$ cat src/rtl/csa_stream_sched.sv
// csa_stream_sched: shares one registered 8-byte CSA stream pipeline among
// NCH descrambler channels. Each channel keeps its own 107-bit stream state;
// one block is issued per cycle, with channels picked round-robin.
// Returned state is written back when its tag reaches depth ST_LAT. The cipher
// bytes are registered out, tagged with their channel, when the CB tag
// reaches depth CB_LAT.
//
// Ports:
//   clk, rst                 clock, async active-high reset
//   ld_valid/ld_ch/ld_state  channel state load; ld_ready = target not busy
//   req_valid/first/sb       per-channel block requests (sb: 64 bits/channel)
//   req_ready                one-hot grant (combinational)
//   pl_init/pl_sb/pl_state_o registered pipeline inputs
//   pl_state_i/pl_cb         pipeline outputs
//   cb_valid/cb_ch/cb_data   tagged cipher-byte output (no backpressure)
//   busy                     per-channel in-flight flag

// Per-channel slot: stream state, loaded flag and in-flight flag.
module csa_ch_slot (
  input  logic         clk,
  input  logic         rst,
  input  logic         ld_we,
  input  logic [106:0] ld_state,
  input  logic         wb_we,
  input  logic [106:0] wb_state,
  input  logic         grant,
  output logic [106:0] state,
  output logic         loaded,
  output logic         busy
);
  // A load and a writeback never target the same channel in one cycle,
  // because a load requires ~busy and a writeback implies busy.
  always_ff @(posedge clk) begin
    if (ld_we)      state <= ld_state;
    else if (wb_we) state <= wb_state;
  end

  always_ff @(posedge clk or posedge rst) begin
    if (rst) begin
      loaded <= 1'b0;
      busy   <= 1'b0;
    end else begin
      if (ld_we) loaded <= 1'b1;
      // A grant can only reach an idle channel, so it never collides with wb.
      if (grant)      busy <= 1'b1;
      else if (wb_we) busy <= 1'b0;
    end
  end
endmodule

module csa_stream_sched #(
  parameter  int NCH    = 4,
  parameter  int ST_LAT = 9,
  parameter  int CB_LAT = 16,
  localparam int CW     = (NCH > 1) ? $clog2(NCH) : 1
) (
  input  logic               clk,
  input  logic               rst,
  input  logic               ld_valid,
  input  logic [CW-1:0]      ld_ch,
  input  logic [106:0]       ld_state,
  output logic               ld_ready,
  input  logic [NCH-1:0]     req_valid,
  input  logic [NCH-1:0]     req_first,
  input  logic [NCH*64-1:0]  req_sb,
  output logic [NCH-1:0]     req_ready,
  output logic               pl_init,
  output logic [63:0]        pl_sb,
  output logic [106:0]       pl_state_o,
  input  logic [106:0]       pl_state_i,
  input  logic [63:0]        pl_cb,
  output logic               cb_valid,
  output logic [CW-1:0]      cb_ch,
  output logic [63:0]        cb_data,
  output logic [NCH-1:0]     busy
);
  typedef struct packed {
    logic          v;
    logic [CW-1:0] ch;
  } tag_t;

  logic [NCH-1:0][106:0] state;
  logic [NCH-1:0]        loaded, ld_hit, ld_we, wb_we, elig, gnt;
  logic [CW-1:0]         rr, gidx;
  logic                  found;
  tag_t [ST_LAT:1]       st_pipe;
  tag_t [CB_LAT:1]       cb_pipe;

  genvar c;
  generate
    for (c = 0; c < NCH; c++) begin : g_ch
      assign ld_hit[c] = ld_valid && (ld_ch == CW'(c));
      assign ld_we[c]  = ld_hit[c] && !busy[c];
      assign wb_we[c]  = st_pipe[ST_LAT].v && (st_pipe[ST_LAT].ch == CW'(c));
      // A channel being loaded this cycle is skipped; the load wins.
      assign elig[c]   = req_valid[c] && loaded[c] && !busy[c] && !ld_hit[c];

      csa_ch_slot u_slot (
        .clk      (clk),
        .rst      (rst),
        .ld_we    (ld_we[c]),
        .ld_state (ld_state),
        .wb_we    (wb_we[c]),
        .wb_state (pl_state_i),
        .grant    (gnt[c]),
        .state    (state[c]),
        .loaded   (loaded[c]),
        .busy     (busy[c])
      );
    end
  endgenerate

  // Out-of-range ld_ch matches no channel: ready stays high and nothing is written.
  always_comb begin
    ld_ready = 1'b1;
    for (int i = 0; i < NCH; i++)
      if (ld_ch == CW'(i)) ld_ready = !busy[i];
  end

  // Round-robin search that starts at rr and wraps.
  always_comb begin
    int j;
    j     = 0;
    gnt   = '0;
    gidx  = '0;
    found = 1'b0;
    for (int i = 0; i < NCH; i++) begin
      j = int'(rr) + i;
      if (j >= NCH) j = j - NCH;
      if (!found && elig[j]) begin
        found  = 1'b1;
        gidx   = CW'(j);
        gnt[j] = 1'b1;
      end
    end
  end

  assign req_ready = gnt;

  always_ff @(posedge clk or posedge rst) begin
    if (rst) begin
      rr         <= '0;
      pl_init    <= 1'b0;
      pl_sb      <= '0;
      pl_state_o <= '0;
      st_pipe    <= '0;
      cb_pipe    <= '0;
      cb_valid   <= 1'b0;
      cb_ch      <= '0;
      cb_data    <= '0;
    end else begin
      pl_init <= 1'b0;
      if (found) begin
        rr         <= (int'(gidx) == NCH - 1) ? '0 : gidx + 1'b1;
        pl_init    <= req_first[gidx];
        pl_sb      <= req_sb[int'(gidx)*64 +: 64];
        pl_state_o <= state[gidx];
      end
      // Tags enter at depth 1 together with the issue registers.
      st_pipe[1] <= '{v: found, ch: gidx};
      for (int i = 2; i <= ST_LAT; i++) st_pipe[i] <= st_pipe[i-1];
      cb_pipe[1] <= '{v: found, ch: gidx};
      for (int i = 2; i <= CB_LAT; i++) cb_pipe[i] <= cb_pipe[i-1];

      cb_valid <= cb_pipe[CB_LAT].v;
      if (cb_pipe[CB_LAT].v) begin
        cb_ch   <= cb_pipe[CB_LAT].ch;
        cb_data <= pl_cb;
      end
    end
  end
endmodule

$ cat config.mk
export PLATFORM = sky130hd
export DESIGN_NAME = csa_stream_sched
export DESIGN_NICKNAME = d
export VERILOG_FILES = /design/src/rtl/csa_stream_sched.sv
export SDC_FILE = /design/constraint.sdc
export NUM_CORES = 1
export LEC_CHECK = 0
export BUFFER_PORTS_ARGS = -buffer_cell sky130_fd_sc_hd__buf_2
export CAP_MARGIN = 10
export CORE_AREA = 2 2 313 315
export DETAILED_ROUTE_END_ITERATION = 10
export DIE_AREA = 0 0 315 317
export GPL_TIMING_DRIVEN = 0
export PLACE_DENSITY = 0.61
export SYNTH_ARGS = -nofsm -noshare
export SYNTH_HDL_FRONTEND = slang
export SYNTH_SLANG_ARGS = --single-unit
$ cat constraint.sdc
create_clock -name clk -period 14.6 [get_ports clk]
set_clock_uncertainty 0.05 [all_clocks]
set_input_delay 2.92 -clock clk [delete_from_list [all_inputs] [get_ports clk]]
set_output_delay 2.92 -clock clk [all_outputs]
set_load 0.005 [all_outputs]
-- After elaboration in Yosys (flattened, before gate mapping)
Index checks and enable logic that the tools add are counted.
Widths: inputs -> output; s select.
- order comparisons: 13
- mux-type cells: 62
- equal/unequal tests: 7
- bitwise gates (word level): 3
- multiply operators: 0
- divide/modulo/power cells: 0
- add/subtract/negate cells: 8
- reduce and logical (&&, ||, !) cells: 52
- shift operators: 1
- operators by type and width (operator ; count):
    $mux 107 ; 9
    $shiftx 256x9->64 ; 1
    $bmux 107 s2 ; 1
    $ge 32x1->1 const B ; 4
    $lt 32x4->1 const B ; 4
    $mux 32 ; 4
    $logic_and 1x1->1 ; 31
    $mux 1 ; 30
    $mux 4 ; 4
    $reduce_bool 2->1 ; 8
    $or 4x4->4 ; 3
    $sub 3x3->4 const B ; 3
    $logic_not 1->1 ; 11
    $bmux 1 s2 ; 5
    $mux 2 ; 5
    $ge 3x3->1 const B ; 3
    $demux 1 s2 ; 4
    $eq 2x2->1 const B ; 4
    $add 2x2->3 const B ; 2
    $eq 2x1->1 const B ; 3
    $logic_not 2->1 ; 2
    $sub 2x3->4 const B ; 1
    $add 2x1->3 const B ; 1
    $ge 2x3->1 const B ; 1
    other kinds (2) ; 2
- output and inout port bits: 248
- bits in read-only memories: 0
- bits in registers: 725
- word-level logic and storage cells: 197
- latch bits: 0
- bits in writable memories: 0
- input port bits: 547
- memories: 0

-- Longest topological paths before layout
Gate-level depths: netlist of run 1.
- depth after elaboration: 20
- depth in mapped cells: 12
- mapped depth without buffers: 8

-- By module
Synthesis of run 1 repeated with hierarchy kept, for this count alone.
- cells, all modules: 2184
- area, all modules: 34021.4 um^2
- modules (own cells, without submodules) (module ; times used ; seq. area each (um^2) ; cells each ; area each (um^2)):
    csa_ch_slot ; 4 ; 3263.1 ; 233 ; 4604.4
    csa_stream_sched ; 1 ; 7231.9 ; 1252 ; 15603.7

-- Worst setup path after synthesis of run 1
OpenSTA, ideal clock, no wires.
- path kind: input-to-reg
- start: in ld_ch[0]
- end: reg g_ch[2].u_slot.state[0], enable pin
- path slack: 3.212 ns
- data arrival time: 10.617 ns
- cell stages on the path: 2
- buffers on the path: 0
- path through: nand3b_1 o21ai_0
- longest elaborated chain between the ends: 4
- RTL lines (element ; line ; text):
    start, declared ; 60 ; input logic [CW-1:0] ld_ch,
    $eq 2x2->1 ; 92 ; assign ld_hit[c] = ld_valid && (ld_ch == CW'(c));
    $logic_and 1x1->1 ; 92 ;
    $logic_and 1x1->1 ; 93 ; assign ld_we[c] = ld_hit[c] && !busy[c];
    $reduce_bool 2->1 (no line) ; n/a ;
    end signal, assigned ; 34 ; if (ld_we) state <= ld_state;
    end signal, assigned ; 35 ; else if (wb_we) state <= wb_state;
    end, declared ; 27 ; output logic [106:0] state,
No other way between the ends.
A chain may end at the register's enable or synchronous reset.

-- Worst setup path in the final report of run 1
- start: in ld_ch[1]
- end: out req_ready[2]
- longest elaborated chain between the ends: 17
- RTL lines (element ; line ; text):
    $eq 2x1->1 (tied with other cells) ; 92 ;
    $logic_and 1x1->1 ; 92 ;
    $logic_not 1->1 ; 96 ; assign elig[c] = req_valid[c] && loaded[c] && !busy[c] && !ld_hit[c];
    $logic_and 1x1->1 ; 96 ;
    $bmux 1 s2 ; 130 ; if (!found && elig[j]) begin
    $mux 1 (not written as such) (2 in series) ; 130 ;
    $mux 1 ; 130 ;
    $logic_not 1->1 ; 130 ;
    $logic_and 1x1->1 ; 130 ;
    $mux 1 ; 130 ;
    $logic_not 1->1 ; 130 ;
    $logic_and 1x1->1 ; 130 ;
    $mux 1 ; 130 ;
    $logic_not 1->1 ; 130 ;
    $logic_and 1x1->1 ; 130 ;
    $mux 4 (*) ; 130 ;
    end, declared ; 66 ; output logic [NCH-1:0] req_ready,
Mark *: on every way between the ends. The rest lies on a longest branch, timed or not. The select of a mux whose other input is x is not followed.

==> flow_summary.toml, run 1 <==
[timing]
period_share_pct = 57.0
tightest_slew_ns = 1.19
setup_viol = 0
worst_hold_slack_ns = 0.290
max_freq_mhz = 120
rsz0062_at_grt = "no"
drv_slew = 0
min_period_ns = 8.32
timing.final.hold_violations = 0
worst_slew_margin_rel_pct = 20.7
worst_slack_ns = 6.28

[global_routing]
track_usage_pct = 23.6
gr-total-overflow = 0
antenna_found_initial = 83
grt_pass1_wl_microns = 168000
grt_pass1_vias = 22900
grt_max_degree = 118

[pwr]
power.share.switching_pct = 36.8
sequentialPowerShare_pct = 34.4
combPwrFrac_pct = 43.0
ir_worst_vdd_v = 0.000108
p_clk_share_pct = 22.6
power.leakage_nw = 18.0
p_switching_w = 0.00348
p_per_area_nw_per_um2 = 224
intPower_w = 0.00597

[die]
core-area_sq_um = 96300
fp.dieArea_sq_um = 99900
io_pins = 795
start_util_pct = 34.5
dieWidth_microns = 315
die_h_microns = 317
num_rows = 114

[yosys]
synth_nets = 2726
syn-instance-count = 2171
synthTopCellsByArea = "edfxtp_1, dfrtp_1, mux2_2"
ys_types = 46
yosysTopAreaCellShare_pct = 38.7
synth_seq_cells = 725
yosys.area.top_type = "edfxtp_1"
synth_area_sq_um = 33300
yosys_warnings = 0
avgSynthCellArea_sq_um = 15.3
seq_area_frac_synth_pct = 61.0

[clock_network]
insertion_delay_ns = 0.65
cts_max_path_buffers = 3
cts_tree = "done"
cts_inserted_buffers = 83
cts_sinks = 725
clockRootBuffer = "clkbuf_16"
cts_hold_buf = 0
post_cts_buffers = 0
post_cts_resized = 0
h-tree-depth = 3
path_clk_slew_ns = 0.06

[cells_and_area]
fin_util_pct = 43.8
fill_cells = 8956
layout_commonest_cell = "buf_2"
num-nets-final = 3624
syn2layout_area_growth_pct = 26.9
layout_common_cells = "buf_2, mux2_2, edfxtp_1"
drive_gt1_share_pct = 47.9

[worst_setup_path]
worstSetupEndpointType = "output port"
path_class = "primary input to output port"
critPathMaxFanout = 8
cp_data_arrival_time_ns = 5.35
cp-start-kind = "primary input"
required_ns = 11.63

[route]
viasPerCell = 5.19
drtIter0Drc = 1645
drcViolationCount = 0
drt-total-wl_microns = 122000
drt-wirelength-per-cell_microns = 27.4
num_vias = 23100
drt-pass1-iter-count = 5
ant_nets = 0

[place]
dp_hpwl_microns = 89700
pre_cts_slack_ns = 6.31
gp_congestion = 0.893
portBuffers = 794

[worst_hold_path]
worstHoldPathType = "register to register"

[status]
status = "finished clean"

[flow_run]
max-cap-violations = 0
critical path, stage by stage:
cell and delay (ns):
buf_2 0.16, nor3b_1 0.29, or3_1 0.16, clkbuf_1 0.28, nand2_1 0.17, nor4_1 0.27, a31oi_1 0.08, a21oi_1 0.55
a21o_1 0.25, buf_4 0.11, buf_2 0.12
Yosys cell counts (all sizes together):
cell / n
mux4: 3
buf: 54
nand3: 7
o221ai: 171
nand2b: 3
and3b: 1
o2bb2ai: 1
a31oi: 2
o22ai: 1
a221o: 4
or3: 2
edfxtp: 428
nor2b: 2
o211ai: 3
dfrtp: 297
xnor2: 1
clkbuf: 107
ha: 8
a221oi: 1
or2: 4
o21ai: 7
nor2: 4
a21oi: 3
nor3b: 1
inv: 7
nand4b: 2
nand2: 182
and4b: 2
mux2: 494
a211oi: 3
and3: 1
nor3: 3
a22oi: 4
or3b: 1
nand3b: 3
nor4: 1
mux2i: 349
a21o: 4
area by class of cell:
class	count	area (sq um)	area share [%]
Sequential cell	725	20300	48.1
Buffer	161	1050	2.48
Antenna cell	38	95.1	0.225
Tap cell	1276	1600	3.78
Inverter	7	33.8	0.0800
Timing Repair Buffer	813	4420	10.5
Multi-Input combinational cell	1278	11900	28.3
Clock inverter	25	258	0.611
Clock buffer	130	2550	6.04
path summary, 6_finish.rpt:
| check | cells past startpoint | slack (ns) | from | to |
|---|---|---|---|---|
| worst max-delay path | 11 | 6.28 | ld_ch[1] | req_ready[2] |
| min in group asynchronous | 2 | 2.29 | rst | cb_data[20]$_DFFE_PP0P_ |
| worst min register to register | 0 | 0.29 | cb_pipe[22]$_DFF_PP0_ | cb_pipe[25]$_DFF_PP0_ |
| worst max register to register | 11 | 10.07 | rr[1]$_DFFE_PP0P_ | pl_state_o[99]$_DFFE_PP0P_ |
| worst min-delay path | 0 | 0.29 | cb_pipe[22]$_DFF_PP0_ | cb_pipe[25]$_DFF_PP0_ |
| max in group asynchronous | 3 | 11.09 | rst | pl_state_o[17]$_DFFE_PP0P_ |
per-stage QoR:
stage	power [W]	area (sq um)	instances	TNS [ns]
after detailed placement	0.00742	39300	4260	0
after CTS	0.00956	42100	4415	0
after global routing	0.00994	42200	4446	0
after floorplan	0.00580	33300	2171	0
after global placement	0.00742	38800	4241	-971.33
final	0.00945	42200	4453	0
sequential cells by signal, indices dropped and copies added, names as in the netlist:
signal and count:
g_ch.u_slot.loaded 4, pl_state_o 107, cb_valid 1, g_ch.u_slot.state 428
cb_data 64, g_ch.u_slot.busy 4, cb_pipe 48, pl_init 1
cb_ch 2, pl_sb 64, rr 2
cells by family after synthesis:
| family | after synthesis | synth area share [%] |
|---|---|---|
| XOR/XNOR | 1 | 0.0263 |
| buffers and inverters | 168 | 3.22 |
| AND/OR/NAND/NOR | 219 | 2.75 |
| AO/OA/AOI/OAI | 204 | 5.25 |
| flip-flops | 725 | 61.0 |
| multiplexers | 846 | 27.4 |
| adder cells (fa/ha/maj) | 8 | 0.301 |
power by group through the flow:
| stage | Sequential [W] | Clock (W) | Combinational, W |
|---|---|---|---|
| 3_3_place_gp | 0.00344 | 0 | 0.00398 |
| 6_report | 0.00325 | 0.00213 | 0.00406 |
| 5_1_grt | 0.00332 | 0.00225 | 0.00438 |
| 4_1_cts | 0.00325 | 0.00217 | 0.00414 |
| 3_5_place_dp | 0.00329 | 0 | 0.00413 |
| 2_1_floorplan | 0.00332 | 0 | 0.00248 |
metal layers:
metal | global-route usage, % | up-vias | part of all wire [%]
li1 | - | 10300 | -
met1 | 27.3 | 11600 | 37
met2 | 40.6 | 955 | 50
met3 | 6.66 | 287 | 7.7
met4 | 10.3 | 46 | 4.6
met5 | 0 | - | 0.21
Power figures use the tool's default switching activity.
==> inputs of run 2 (changes only) <==
==> constraint.sdc (replaced) <==
create_clock -name clk -period 8.3 [get_ports clk]
set_clock_uncertainty 0.05 [all_clocks]
set_input_delay 1.66 -clock clk [delete_from_list [all_inputs] [get_ports clk]]
set_output_delay 1.66 -clock clk [all_outputs]
set_load 0.005 [all_outputs]
==> flow_summary.toml, run 2 (synthesized netlist as in run 1, its figures left out) <==
[timing]
worst_slew_margin_rel_pct = 21.2
timing.final.hold_violations = 0
drv_slew = 0
tightest_slew_ns = 1.18
worst_hold_slack_ns = 0.280
rsz0062_at_grt = "no"
setup_viol = 0
max_freq_mhz = 172
period_share_pct = 70.0
min_period_ns = 5.81

[cells_and_area]
design_area_sq_um = 42200
layout_commonest_cell = "buf_2"
fill_cells = 8903
num-nets-final = 3630
drive_gt1_share_pct = 47.8
regMostFlops = "g_ch.u_slot.state"
multi_input_area_sq_um = 11900
regArea_sq_um = 20300
top_regs = "g_ch.u_slot.state x428, pl_state_o x107"
layout_common_cells = "buf_2, mux2_2, edfxtp_1"
syn2layout_area_growth_pct = 27.0
largest_register_ffs = 428

[die]
die_h_microns = 317
fp.dieArea_sq_um = 99900
start_util_pct = 34.5
io_pins = 795
core-area_sq_um = 96300
num_rows = 114
dieWidth_microns = 315

[clock_network]
post_cts_buffers = 0
h-tree-depth = 3
cts_hold_buf = 0
cts_inserted_buffers = 83
insertion_delay_ns = 0.65
cts_tree = "done"
post_cts_resized = 0
cts_sinks = 725
cts_max_path_buffers = 3
clockRootBuffer = "clkbuf_16"
path_clk_slew_ns = 0.06

[pwr]
p_per_area_nw_per_um2 = 393
power.share.switching_pct = 37.1
p_switching_w = 0.00617
p_clk_share_pct = 22.3
intPower_w = 0.0104
sequentialPowerShare_pct = 34.5
combPwrFrac_pct = 43.3
power.leakage_nw = 18.0
ir_worst_vdd_v = 0.000217

[route]
ant_nets = 0
drt-pass1-iter-count = 5
drtIter0Drc = 1694
drt-total-wl_microns = 122000
drcViolationCount = 0
drt-wirelength-per-cell_microns = 27.3
viasPerCell = 5.19
num_vias = 23100

[worst_hold_path]
worstHoldPathType = "register to register"

[worst_setup_path]
path_class = "primary input to output port"
cp-start-kind = "primary input"
required_ns = 6.59
cp_data_arrival_time_ns = 4.10
worstSetupEndpointType = "output port"
critPathMaxFanout = 8

[global_routing]
grt_pass1_vias = 23100
grt_pass1_wl_microns = 169000
track_usage_pct = 23.6
antenna_found_initial = 73
gr-total-overflow = 0
grt_max_degree = 51

[place]
placed_cell_area_sq_um = 39400
dp_hpwl_microns = 89600
gp_congestion = 0.899
portBuffers = 794

[status]
status = "finished clean"

[flow_run]
max-cap-violations = 0
-- run 2: routing by layer --
metal  track usage (%)  part of all wire [%]  up-vias  wire [microns]
met3              5.24                   6.5      223            7870
met2              41.4                    51      909           62300
met1              27.8                    38    11700           46300
met4              10.1                   4.0       30            4920
li1                  -                     -    10300               -
met5                 0                  0.15        -             182
-- run 2: critical path: stages --
cell and delay (ns):
buf_2 0.15, nor3b_1 0.32, or3_1 0.16, clkbuf_1 0.26, nand2_1 0.16, nor4_1 0.28, a31oi_1 0.08, a21oi_1 0.55
a21o_1 0.24, buf_4 0.11, buf_2 0.13
-- run 2: layout make-up --
cell class,count,area share [%]
Sequential cell,725,48.0
Timing Repair Buffer,819,10.7
Inverter,7,0.0711
Buffer,161,2.48
Tap cell,1276,3.78
Antenna cell,39,0.231
Clock buffer,123,5.64
Clock inverter,31,0.821
Multi-Input combinational cell,1278,28.3
-- run 2: stage by stage --
stage | setup TNS (ns) | utilization [%] | cells | total power, W | setup slack (ns)
floorplan | 0 | - | 2171 | 0.0102 | 1.06
global placement | -1270.63 | 40.3 | 4241 | 0.0130 | -4.33
detailed placement | 0 | 40.9 | 4266 | 0.0131 | 2.48
CTS | 0 | 43.8 | 4420 | 0.0168 | 2.55
global route | 0 | 43.8 | 4441 | 0.0175 | 2.29
finish | 0 | 43.9 | 4459 | 0.0166 | 2.49
-- run 2: worst paths after layout --
check,cells past startpoint,endpoint,slack [ns],start
setup / recovery,11,req_ready[2],2.49,ld_ch[0]
hold / removal,0,cb_pipe[16]$_DFF_PP0_,0.28,cb_pipe[13]$_DFF_PP0_
setup reg to reg,10,pl_state_o[73]$_DFFE_PP0P_,3.89,rr[1]$_DFFE_PP0P_
hold reg to reg,0,cb_pipe[16]$_DFF_PP0_,0.28,cb_pipe[13]$_DFF_PP0_
max in group asynchronous,7,pl_state_o[21]$_DFFE_PP0P_,5.34,rst
min in group asynchronous,2,cb_data[44]$_DFFE_PP0P_,1.14,rst
-- run 2: power groups by stage --
stage	clock, W	combinational (W)	sequential, W
final	0.00370	0.00719	0.00572
after global routing	0.00392	0.00772	0.00584
after CTS	0.00378	0.00730	0.00572
after detailed placement	0	0.00728	0.00579
after global placement	0	0.00704	0.00599
after floorplan	0	0.00437	0.00581
